[src/rtl/rs_syndrome_calc_pkg.sv]
// Shared GF(2^m) constants, types and elaboration-time helpers for the RS syndrome datapath.
package rs_syndrome_calc_pkg;

  localparam int unsigned SYMB_WIDTH        = 8;
  localparam int unsigned POLY              = 285;
  localparam int unsigned N_LEN             = 255;
  localparam int unsigned K_LEN             = 239;
  localparam int unsigned ROOTS_NUM         = N_LEN - K_LEN;
  localparam int unsigned BUS_WIDTH_IN_SYMB = 4;
  localparam int unsigned FIRST_ROOT        = 1;
  localparam int unsigned GF_MAX_W          = 16;

  typedef logic [SYMB_WIDTH-1:0] symb_t;
  typedef symb_t syndrome_vec_t [ROOTS_NUM-1:0];
  typedef logic [GF_MAX_W-1:0][GF_MAX_W-1:0] gf_matrix_t;

  typedef enum logic [1:0] {
    ST_ACCUM,
    ST_FIXUP,
    ST_HOLD
  } state_t;

  // alpha^exp in a field of the given width and primitive polynomial
  function automatic logic [GF_MAX_W-1:0] gf_pow(input int unsigned exp,
                                                 input int unsigned width,
                                                 input int unsigned poly);
    logic [GF_MAX_W:0] v;
    v = (GF_MAX_W+1)'(1);
    for (int unsigned i = 0; i < exp % ((1 << width) - 1); i++) begin
      v = v << 1;
      if (v[width]) v = v ^ (GF_MAX_W+1)'(poly);
    end
    return v[GF_MAX_W-1:0];
  endfunction

  // Row i holds alpha^exp * x^i, so the product is the XOR of rows selected by input bits
  function automatic gf_matrix_t gf_const_mult_matrix(input int unsigned exp,
                                                      input int unsigned width,
                                                      input int unsigned poly);
    gf_matrix_t m;
    m = '0;
    for (int unsigned i = 0; i < width; i++) m[i] = gf_pow(exp + i, width, poly);
    return m;
  endfunction

endpackage

[src/rtl/rs_syndrome_calc_if.sv]
// Input beat stream and syndrome result stream of the RS syndrome calculator.
interface rs_syndrome_calc_if #(
  parameter int unsigned SYMB_WIDTH        = rs_syndrome_calc_pkg::SYMB_WIDTH,
  parameter int unsigned BUS_WIDTH_IN_SYMB = rs_syndrome_calc_pkg::BUS_WIDTH_IN_SYMB,
  parameter int unsigned ROOTS_NUM         = rs_syndrome_calc_pkg::ROOTS_NUM
);
  logic                                    s_tvalid;
  logic                                    s_tready;
  logic [BUS_WIDTH_IN_SYMB*SYMB_WIDTH-1:0] s_tdata;
  logic [BUS_WIDTH_IN_SYMB-1:0]            s_tkeep;
  logic                                    s_tlast;
  logic                                    m_tvalid;
  logic                                    m_tready;
  logic [ROOTS_NUM*SYMB_WIDTH-1:0]         m_tdata;
  logic                                    m_terr;
  logic                                    m_tlen_err;

  modport slave (
    input  s_tvalid, s_tdata, s_tkeep, s_tlast, m_tready,
    output s_tready, m_tvalid, m_tdata, m_terr, m_tlen_err
  );

  modport master (
    output s_tvalid, s_tdata, s_tkeep, s_tlast, m_tready,
    input  s_tready, m_tvalid, m_tdata, m_terr, m_tlen_err
  );
endinterface

[src/rtl/rs_syndrome_calc_gf_const_mult.sv]
// Combinational multiply of one symbol by the constant alpha^EXP via an XOR matrix.
module gf_const_mult #(
  parameter int unsigned SYMB_WIDTH = rs_syndrome_calc_pkg::SYMB_WIDTH,
  parameter int unsigned POLY       = rs_syndrome_calc_pkg::POLY,
  parameter int unsigned EXP        = 0
) (
  input  logic [SYMB_WIDTH-1:0] din,
  output logic [SYMB_WIDTH-1:0] dout
);
  import rs_syndrome_calc_pkg::*;

  localparam gf_matrix_t MATRIX = gf_const_mult_matrix(EXP, SYMB_WIDTH, POLY);

  always_comb begin
    dout = '0;
    for (int unsigned i = 0; i < SYMB_WIDTH; i++)
      dout ^= MATRIX[i][SYMB_WIDTH-1:0] & {SYMB_WIDTH{din[i]}};
  end
endmodule

[src/rtl/rs_syndrome_calc.sv]
// Streaming RS syndrome calculator: W symbols per beat, pad fixup on a partial last beat,
// nonzero-syndrome and frame-length flags on the result.
module rs_syndrome_calc #(
  parameter int unsigned SYMB_WIDTH        = rs_syndrome_calc_pkg::SYMB_WIDTH,
  parameter int unsigned POLY              = rs_syndrome_calc_pkg::POLY,
  parameter int unsigned N_LEN             = rs_syndrome_calc_pkg::N_LEN,
  parameter int unsigned K_LEN             = rs_syndrome_calc_pkg::K_LEN,
  parameter int unsigned BUS_WIDTH_IN_SYMB = rs_syndrome_calc_pkg::BUS_WIDTH_IN_SYMB,
  parameter int unsigned FIRST_ROOT        = rs_syndrome_calc_pkg::FIRST_ROOT
) (
  input logic               aclk,
  input logic               aresetn,
  rs_syndrome_calc_if.slave axis
);
  import rs_syndrome_calc_pkg::*;

  localparam int unsigned W         = BUS_WIDTH_IN_SYMB;
  localparam int unsigned ROOTS_NUM = N_LEN - K_LEN;
  localparam int unsigned Q         = (1 << SYMB_WIDTH) - 1;
  localparam int unsigned CNT_W     = $clog2(N_LEN + W);
  localparam int unsigned KC_W      = $clog2(W + 1);

  typedef logic [SYMB_WIDTH-1:0] sym_t;

  state_t                          state;
  sym_t                            acc        [ROOTS_NUM];
  sym_t                            acc_scaled [ROOTS_NUM];
  sym_t                            acc_next   [ROOTS_NUM];
  sym_t                            lane_term  [ROOTS_NUM][W];
  sym_t                            pad_cand   [ROOTS_NUM][W+1];
  sym_t                            lane_d     [W];
  logic [ROOTS_NUM*SYMB_WIDTH-1:0] fixed_flat;
  logic [CNT_W-1:0]                cnt;
  logic [CNT_W-1:0]                cnt_next;
  logic [CNT_W:0]                  cnt_sum;
  logic [KC_W-1:0]                 keep_cnt;
  logic [KC_W-1:0]                 pad;
  logic [W-1:0]                    keep_inc;
  logic                            accept;

  assign accept   = axis.s_tvalid & axis.s_tready;
  assign keep_inc = axis.s_tkeep + W'(1);

  always_comb begin
    keep_cnt = '0;
    for (int unsigned k = 0; k < W; k++) begin
      lane_d[k] = axis.s_tkeep[k] ? axis.s_tdata[k*SYMB_WIDTH +: SYMB_WIDTH] : '0;
      keep_cnt += KC_W'(axis.s_tkeep[k]);
    end
  end

  // Lane 0 is the highest-degree symbol of the beat, so it carries the largest power.
  for (genvar j = 0; j < ROOTS_NUM; j++) begin : g_root
    localparam int unsigned R = FIRST_ROOT + j;
    gf_const_mult #(.SYMB_WIDTH(SYMB_WIDTH), .POLY(POLY), .EXP((R * W) % Q))
      u_beat (.din(acc[j]), .dout(acc_scaled[j]));
    for (genvar k = 0; k < W; k++) begin : g_lane
      gf_const_mult #(.SYMB_WIDTH(SYMB_WIDTH), .POLY(POLY), .EXP((R * (W - 1 - k)) % Q))
        u_lane (.din(lane_d[k]), .dout(lane_term[j][k]));
    end
    // Zero lanes of a short last beat act as trailing symbols; undo their x^pad shift.
    for (genvar p = 0; p <= W; p++) begin : g_pad
      gf_const_mult #(.SYMB_WIDTH(SYMB_WIDTH), .POLY(POLY), .EXP((Q - (R * p) % Q) % Q))
        u_pad (.din(acc[j]), .dout(pad_cand[j][p]));
    end
  end

  always_comb begin
    fixed_flat = '0;
    for (int unsigned j = 0; j < ROOTS_NUM; j++) begin
      acc_next[j] = acc_scaled[j];
      for (int unsigned k = 0; k < W; k++) acc_next[j] ^= lane_term[j][k];
      fixed_flat[j*SYMB_WIDTH +: SYMB_WIDTH] = pad_cand[j][pad];
    end
    cnt_sum  = {1'b0, cnt} + (CNT_W+1)'(keep_cnt);
    cnt_next = cnt_sum[CNT_W] ? '1 : cnt_sum[CNT_W-1:0];
  end

  always_ff @(posedge aclk or negedge aresetn) begin
    if (!aresetn) begin
      state           <= ST_ACCUM;
      cnt             <= '0;
      pad             <= '0;
      for (int unsigned j = 0; j < ROOTS_NUM; j++) acc[j] <= '0;
      axis.s_tready   <= 1'b1;
      axis.m_tvalid   <= 1'b0;
      axis.m_tdata    <= '0;
      axis.m_terr     <= 1'b0;
      axis.m_tlen_err <= 1'b0;
    end else begin
      case (state)
        ST_ACCUM: if (accept) begin
          for (int unsigned j = 0; j < ROOTS_NUM; j++) acc[j] <= acc_next[j];
          cnt <= cnt_next;
          if (axis.s_tlast) begin
            pad           <= KC_W'(W) - keep_cnt;
            axis.s_tready <= 1'b0;
            state         <= ST_FIXUP;
          end
        end
        ST_FIXUP: begin
          axis.m_tdata    <= fixed_flat;
          axis.m_terr     <= |fixed_flat;
          axis.m_tlen_err <= (cnt != CNT_W'(N_LEN));
          axis.m_tvalid   <= 1'b1;
          state           <= ST_HOLD;
        end
        ST_HOLD: if (axis.m_tready) begin
          for (int unsigned j = 0; j < ROOTS_NUM; j++) acc[j] <= '0;
          cnt           <= '0;
          axis.m_tvalid <= 1'b0;
          axis.s_tready <= 1'b1;
          state         <= ST_ACCUM;
        end
        default: state <= ST_ACCUM;
      endcase
    end
  end

  keep_contig_a: assert property (@(posedge aclk) disable iff (!aresetn)
    accept |-> ((axis.s_tkeep & keep_inc) == '0));

endmodule
[src/flat_wrapper.sv]
// flat-port wrapper written by rule: the top's interface ports become plain ports
module rs_syndrome_calc_flat import rs_syndrome_calc_pkg::*;
#(
  parameter int unsigned SYMB_WIDTH        = rs_syndrome_calc_pkg::SYMB_WIDTH,
  parameter int unsigned POLY              = rs_syndrome_calc_pkg::POLY,
  parameter int unsigned N_LEN             = rs_syndrome_calc_pkg::N_LEN,
  parameter int unsigned K_LEN             = rs_syndrome_calc_pkg::K_LEN,
  parameter int unsigned BUS_WIDTH_IN_SYMB = rs_syndrome_calc_pkg::BUS_WIDTH_IN_SYMB,
  parameter int unsigned FIRST_ROOT        = rs_syndrome_calc_pkg::FIRST_ROOT
)
  (aclk, aresetn, axis_s_tvalid, axis_s_tdata, axis_s_tkeep, axis_s_tlast, axis_m_tready, axis_s_tready, axis_m_tvalid, axis_m_tdata, axis_m_terr, axis_m_tlen_err);
  rs_syndrome_calc_if #(.SYMB_WIDTH(SYMB_WIDTH), .BUS_WIDTH_IN_SYMB(BUS_WIDTH_IN_SYMB)) axis_i ();
  input logic aclk;
  input logic aresetn;
  input wire logic [$bits(axis_i.s_tvalid)-1:0] axis_s_tvalid;
  input wire logic [$bits(axis_i.s_tdata)-1:0] axis_s_tdata;
  input wire logic [$bits(axis_i.s_tkeep)-1:0] axis_s_tkeep;
  input wire logic [$bits(axis_i.s_tlast)-1:0] axis_s_tlast;
  input wire logic [$bits(axis_i.m_tready)-1:0] axis_m_tready;
  output wire logic [$bits(axis_i.s_tready)-1:0] axis_s_tready;
  output wire logic [$bits(axis_i.m_tvalid)-1:0] axis_m_tvalid;
  output wire logic [$bits(axis_i.m_tdata)-1:0] axis_m_tdata;
  output wire logic [$bits(axis_i.m_terr)-1:0] axis_m_terr;
  output wire logic [$bits(axis_i.m_tlen_err)-1:0] axis_m_tlen_err;
  assign axis_i.s_tvalid = axis_s_tvalid;
  assign axis_i.s_tdata = axis_s_tdata;
  assign axis_i.s_tkeep = axis_s_tkeep;
  assign axis_i.s_tlast = axis_s_tlast;
  assign axis_i.m_tready = axis_m_tready;
  assign axis_s_tready = axis_i.s_tready;
  assign axis_m_tvalid = axis_i.m_tvalid;
  assign axis_m_tdata = axis_i.m_tdata;
  assign axis_m_terr = axis_i.m_terr;
  assign axis_m_tlen_err = axis_i.m_tlen_err;
  rs_syndrome_calc #(.SYMB_WIDTH(SYMB_WIDTH), .POLY(POLY), .N_LEN(N_LEN), .K_LEN(K_LEN), .BUS_WIDTH_IN_SYMB(BUS_WIDTH_IN_SYMB), .FIRST_ROOT(FIRST_ROOT)) u_core (.aclk(aclk), .aresetn(aresetn), .axis(axis_i));
endmodule
[config.mk]
export PLATFORM = sky130hd
export DESIGN_NAME = rs_syndrome_calc_flat
export DESIGN_NICKNAME = d
export VERILOG_FILES = /design/src/rtl/rs_syndrome_calc_pkg.sv /design/src/rtl/rs_syndrome_calc_if.sv /design/src/rtl/rs_syndrome_calc_gf_const_mult.sv /design/src/rtl/rs_syndrome_calc.sv /design/src/flat_wrapper.sv
export SDC_FILE = /design/constraint.sdc
export NUM_CORES = 2
export LEC_CHECK = 0
export ABC_AREA = 1
export BUFFER_PORTS_ARGS = -buffer_cell sky130_fd_sc_hd__buf_4
export CORE_UTILIZATION = 45
export CTS_CLUSTER_DIAMETER = 120
export DETAILED_ROUTE_END_ITERATION = 6
export PLACE_DENSITY = 0.73
export SLEW_MARGIN = 15
export SYNTH_ARGS = -nofsm -noshare
export SYNTH_HDL_FRONTEND = slang
export SYNTH_SLANG_ARGS = --single-unit
[constraint.sdc]
create_clock -name aclk -period 2.23 [get_ports aclk]
set_input_delay 0 -clock aclk [delete_from_list [all_inputs] [get_ports aclk]]
set_output_delay 0 -clock aclk [all_outputs]
set_load 0.1 [all_outputs]
# Word level (Yosys, flattened, before mapping)
# Cells that the tools add are included.
op_classes:
  n_addsub: 5
  n_mul: 0
  n_div: 0
  order_cmp: 1
  eq_ne: 6
  n_shift: 0
  muxes: 69
  n_bitwise: 1081
  reduce_logical: 9
op_table:
  columns: ["cell", "count"]
  rows:
  - ["8-bit bitwise XOR", 429]
  - ["8-bit by 7-bit bitwise XOR with 8-bit output", 181]
  - ["8-bit by 6-bit bitwise XOR with 8-bit output", 126]
  - ["8-bit by 5-bit bitwise XOR with 8-bit output", 84]
  - ["7-bit by 8-bit bitwise XOR with 8-bit output", 50]
  - ["8-bit by 4-bit bitwise XOR with 8-bit output", 50]
  - ["8-bit binary-select mux with 3-bit select", 16]
  - ["8-bit 2-to-1 mux", 36]
  - ["128-bit 2-to-1 mux", 2]
  - ["128-bit one-hot mux with 2 select lines", 1]
  - ["6-bit by 7-bit bitwise XOR with 7-bit output", 34]
  - ["8-bit by 3-bit bitwise XOR with 8-bit output", 22]
  - ["8-bit by 2-bit bitwise XOR with 8-bit output", 21]
  - ["128-bit OR reduction", 1]
  - ["5-bit by 6-bit bitwise XOR with 6-bit output", 21]
  - ["8-bit by 1-bit bitwise XOR with 8-bit output", 13]
  - ["2-bit by 3-bit bitwise XOR with 3-bit output", 18]
  - ["4-bit by 5-bit bitwise XOR with 5-bit output", 9]
  - ["1-bit by 2-bit bitwise XOR with 2-bit output", 17]
  - ["9-bit 2-to-1 mux", 3]
  - ["9-bit one-hot mux with 2 select lines", 1]
  - ["3-bit by 4-bit bitwise XOR with 4-bit output", 4]
  - ["9-bit by 3-bit adder with 10-bit output", 1]
  - ["9-bit by 8-bit != test with 1-bit output (second input constant)", 1]
  - ["19 further kinds", 30]
word_totals:
  ff_bits: 274
  latch_bits: 0
  ram_bits: 0
  romBits: 0
  input_bits: 41
  out_inout_bits: 132
  elab_cells: 1195
  mem_count: 0

# Logic depth before layout (Yosys ltp)
depth:
  ltp_word: 14
  depth_mapped: 23
  ltp_nobuf: 21

# Worst setup path before layout
# OpenSTA, ideal clock, no wires.
synth_path:
  kind: "input port to flip-flop"
  from: "input axis_s_tkeep[3]"
  to: "register u_core.cnt[4]"
  setup_ns: 0.141
  arrival_time_ns: 2.160
  t_required_ns: 2.089
  setup_slack_ns: -0.071
  cell_stages: 11
  path_buffers: 1
  path_cell_list: "clkbuf_1 inv_1 fa_1 inv_1 ha_1 fa_1 nand2_1 a21oi_1 or2_2 a21oi_1 o22ai_1"
synth_via:
  elab_chain_cells: 5
synth_lines:
  columns: ["element", "line", "rtl"]
  rows:
  - ["from (decl)", "flat_wrapper.sv:17", "input wire logic [$bits(axis_i.s_tkeep)-1:0] axis_s_tkeep;"]
  - ["3-bit by 1-bit adder with 3-bit output", "rs_syndrome_calc.sv:48", "keep_cnt += KC_W'(axis.s_tkeep[k]);"]
  - ["via u_core.keep_cnt[0]", "rs_syndrome_calc.sv:36", "logic [KC_W-1:0] keep_cnt;"]
  - ["9-bit by 3-bit adder with 10-bit output", "rs_syndrome_calc.sv:75", "cnt_sum = {1'b0, cnt} + (CNT_W+1)'(keep_cnt);"]
  - ["9-bit 2-to-1 mux", "rs_syndrome_calc.sv:76", "cnt_next = cnt_sum[CNT_W] ? '1 : cnt_sum[CNT_W-1:0];"]
  - ["9-bit 2-to-1 mux", "rs_syndrome_calc.sv:92", "ST_ACCUM: if (accept) begin"]
  - ["9-bit one-hot mux with 2 select lines", "rs_syndrome_calc.sv:91", "case (state)"]
  - ["to (signal assigned)", "rs_syndrome_calc.sv:94", "cnt <= cnt_next;"]
  - ["to (decl)", "rs_syndrome_calc.sv:33", "logic [CNT_W-1:0] cnt;"]
# The timed path passes the listed nets, and every way through them passes these cells. The select of a mux whose other input is x is not followed.
# A chain may end at the register's enable or synchronous reset.

# Worst setup path after layout
layout_path:
  from: "register u_core.pad[0]"
  to: "register u_core.axis.m_terr"
layout_via:
  elab_chain_cells: 5
  word_cells_on_any_way: 50
  classes_between: "mux (48); bitwise (1); reduce/logical (1)"
layout_lines:
  columns: ["element", "line", "rtl"]
  rows:
  - ["from (decl)", "rs_syndrome_calc.sv:37", "logic [KC_W-1:0] pad;"]
  - ["from (signal assigned)", "rs_syndrome_calc.sv:96", "pad <= KC_W'(W) - keep_cnt;"]
  - ["3-bit NOT with 4-bit output (not written as such) (*)", "rs_syndrome_calc.sv:73", "fixed_flat[j*SYMB_WIDTH +: SYMB_WIDTH] = pad_cand[j][pad];"]
  - ["8-bit binary-select mux with 3-bit select", "rs_syndrome_calc.sv:73", null]
  - ["8-bit 2-to-1 mux (not written as such) (2 in a row)", "rs_syndrome_calc.sv:73", null]
  - ["128-bit OR reduction (*)", "rs_syndrome_calc.sv:103", "axis.m_terr <= |fixed_flat;"]
  - ["to (signal assigned)", "rs_syndrome_calc.sv:103", null]
  - ["to (decl)", "rs_syndrome_calc_if.sv:20", "output s_tready, m_tvalid, m_tdata, m_terr, m_tlen_err"]
# Mark *: on every way between the ends. The rest lies on a longest branch, timed or not. The select of a mux whose other input is x is not followed.

==> summary.txt <==
Final layout
  – Reg area: 0.00689 mm^2
  – Share of cells above drive strength 1: 0.324
  – Filler cells: 6387
  – Cell Count, Final, Fillers Out: 7956
  – Layout net count: 7026
  – Area of the multi-input gates: 0.0250 mm^2
  – Area Growth Syn to Fin: 52.9%

Setup path
  – R2R Path End: u_core.axis.m_terr
  – Top Family by Delay on Critical Path: simple AND/OR/NAND/NOR gates
  – Critical-path top delay cell: dfrtp_4
  – Buf+Inv Stages, Crit Path: 4
  – Max incr delay on CP: 570 ps
  – Setup CP Type: register to register
  – CP Max Fanout: 12
  – Source of the worst register-to-register timing path: u_core.pad[0]
  – Setup crit end kind: register
  – Setup crit start kind: register
  – Critical path arrival: 3240 ps
  – Worst reg2reg path depth: 20
  – Worst-path cell chain: buf_12 -> buf_16 -> buf_16 -> buf_4 -> nor2_2 -> nand3_1 -> nand2_1 -> nor2_1 -> nand2_1 -> nand2_1 -> nand2_2 -> nand2_2 -> nor2_1 -> nand2_1 -> nor2_2 -> nand3_2 -> nor2_2 -> nand3_1 -> nor2_1 -> nor2_1
  – Critical path data required time: 2710 ps
  – R2R Setup Slk: -530 ps

Detailed routing
  – Vias: 44400
  – Detailed Route WL: 176000 um
  – DRC: 0
  – Drt pass-1 iters: 7
  – Routed len/inst: 22.1 um
  – Initial DRC count: 6017
  – Number of vias per cell: 5.58
  – ANT nets after route: 0

Min path
  – Hold Path Sink: u_core.acc[87]
  – Hold Path Class: primary input to register
  – Hold Path Origin: axis_s_tdata[31]
  – Hold path depth: 5

Timing
  – Maximum achievable frequency: 362 MHz
  – Final setup viols: 8
  – Slew Limit Fails: 0
  – Clk_skew: 14.1 ps
  – RSZ-0062 raised after global routing: true
  – Fin crit period: 2760 ps
  – Final hold vios: 0
  – Setup slack after layout: -531 ps
  – Final period util: 1.24
  – Worst slew margin: 0.419
  – Final hold slack: 14.9 ps
  – Setup TNS: -750 ps
  – Worst-Margin Slew: 872 ps

Synthesis
  – Post-Synthesis Cells: 5388
  – Cell variety after synth: 46
  – Yosys warning count: 0
  – Post-synth EDFFs: 0
  – Yosys top cell by area: nand2_1
  – Synth Flop Type: dfrtp_1
  – Syn Area/Cell: 6.13 um^2
  – Synthesized cell area: 0.0330 mm^2
  – Synthesized Nets: 5437
  – Register area share after synthesis: 0.208
  – Post-synth top area share: 0.228
  – Synth async-reset ratio: 1.00
  – FF+latch count, synth: 274
  – Synth top area cells: nand2_1 (23%), dfrtp_1 (21%), xor2_1 (17%)

Clocking
  – Reg clk slew, reported paths: 70 ps
  – Clock Path Buffers: 3
  – Num CTS Buffers: 37
  – CTS Root Buffer Type: clkbuf_16
  – CTS Sinks: 274
  – H-tree levels: 2
  – CTS tree: done
  – Worst-skew pair later-pin latency: 590 ps

Placed design
  – Final HPWL DP: 139000 um
  – Placed cells: 7823
  – # port buffers: 172
  – Pre-CTS setup slack: -727 ps
  – RD Place Congestion: 1.08

Die
  – Die H: 273 um
  – Die area: 0.0745 mm^2
  – Initial core utilization: 0.458
  – Rows: 98
  – I/O Pins: 173
  – Core Area: 0.0721 mm^2
  – Die width: 273 um

GRT
  – First-pass GRT wire length: 257000 um
  – Vias in the first global route: 40900
  – GRT Residual Overflow: 0
  – Total track usage: 0.458
  – Largest net degree at the start of global routing: 61
  – Initial antenna violation count: 8

Status
  – Outcome: finished with violations
  – Failing checks: negative setup slack

Run
  – Maxcap violations: 0
state kept, by name (all words and copies together), names as in the netlist:
| signal | cells |
|---|---|
| u_core.cnt | 9 |
| u_core.state | 2 |
| u_core.axis.m_tdata | 128 |
| u_core.axis.s_tready | 1 |
| u_core.axis.m_tvalid | 1 |
| u_core.acc | 128 |
| u_core.axis.m_tlen_err | 1 |
| u_core.pad | 3 |
| u_core.axis.m_terr | 1 |
worst min-delay path: stages:
cell and delay [ps]:
buf_4 130, nand2_1 80, buf_4 190, o21ai_1 100, o21ai_0 60
metal layers:
metal	up-vias	wire length (um)	global-route usage
li1	20400	-	-
met1	20500	73200	0.649
met2	2966	71900	0.669
met3	515	22200	0.0987
met4	4	8920	0.189
met5	-	26	0
final cells by class:
class                   count  share of cell area
inverters                 313              0.0243
repair inverters            1            0.000223
clock inverters            12             0.00292
multi-input cells        4499               0.495
flip-flops and latches    274               0.136
repair buffers           1851               0.296
diodes                      3            0.000149
well taps                 950              0.0235
clock buffers              53              0.0217
through the flow:
stage               utilization  cell area, um^2
global route              0.700            50500
floorplan                     -            33000
global placement          0.651            46900
CTS                       0.683            49200
finish                    0.700            50500
detailed placement        0.651            46900
repair_timing:
action                                  in CTS  in global routing
hold buffers                                 6                  0
buffers inserted                            27                 31
hold endpoints to repair                   282                  0
pin swaps                                   48                 61
cloned                                       6                  3
endpoints found under the setup margin      22                 60
gates resized for setup                    174                248
Yosys cell counts (4+ instances only):
cell type / count
a21oi_1: 229
a31oi_1: 80
buf_1: 53
buf_2: 83
buf_4: 6
clkbuf_1: 159
clkinv_1: 33
dfrtp_1: 273
ha_1: 6
inv_1: 264
inv_2: 13
nand2_1: 2005
nand2_2: 17
nand3_1: 534
nand3b_1: 5
nand4_1: 7
nor2_1: 274
nor3_1: 10
o211ai_1: 9
o21a_1: 4
o21ai_0: 238
o21ai_1: 9
o21ai_2: 11
o22ai_1: 120
or2_2: 13
xnor2_1: 242
xor2_1: 652
xor2_2: 8
kinds of logic after synthesis:
family                   count (synthesis)  synth area share
AND/OR/NAND/NOR                       2876             0.352
XOR/XNOR                               905             0.243
AO/OA/AOI/OAI                          710             0.119
buffers and inverters                  615            0.0742
flip-flops                             274             0.208
adder cells (fa/ha/maj)                  8           0.00348
worst max path at each step:
| stage | start | slack [ps] | endpoint | cells after the start |
|---|---|---|---|---|
| detailed placement | u_core.pad[0] | -730 | u_core.axis.m_terr | 18 |
| CTS | u_core.acc[13] | -410 | u_core.axis.m_terr | 22 |
| global route | u_core.pad[0] | -720 | u_core.axis.m_terr | 20 |
| finish | u_core.pad[0] | -530 | u_core.axis.m_terr | 20 |
| floorplan | axis_s_tkeep[0] | -20 | u_core.cnt[4] | 11 |
| global placement | u_core.pad[1] | -790 | u_core.axis.m_terr | 18 |
cells in the final DEF (no fill, tap or decap), drive strengths merged, types with 9 or more instances in the layout:
cell,count
o21ai,260
or2,14
a31oi,80
dfrtp,273
clkinv,33
buf,1838
xor2,663
nor2,276
nor3,10
xnor2,242
o22ai,120
clkbuf,56
a21oi,231
nand2,2025
nand3,534
o211ai,9
inv,285
Power is not shown: default switching activity piles up to over one toggle a cycle in this logic, so the estimate is an artifact.
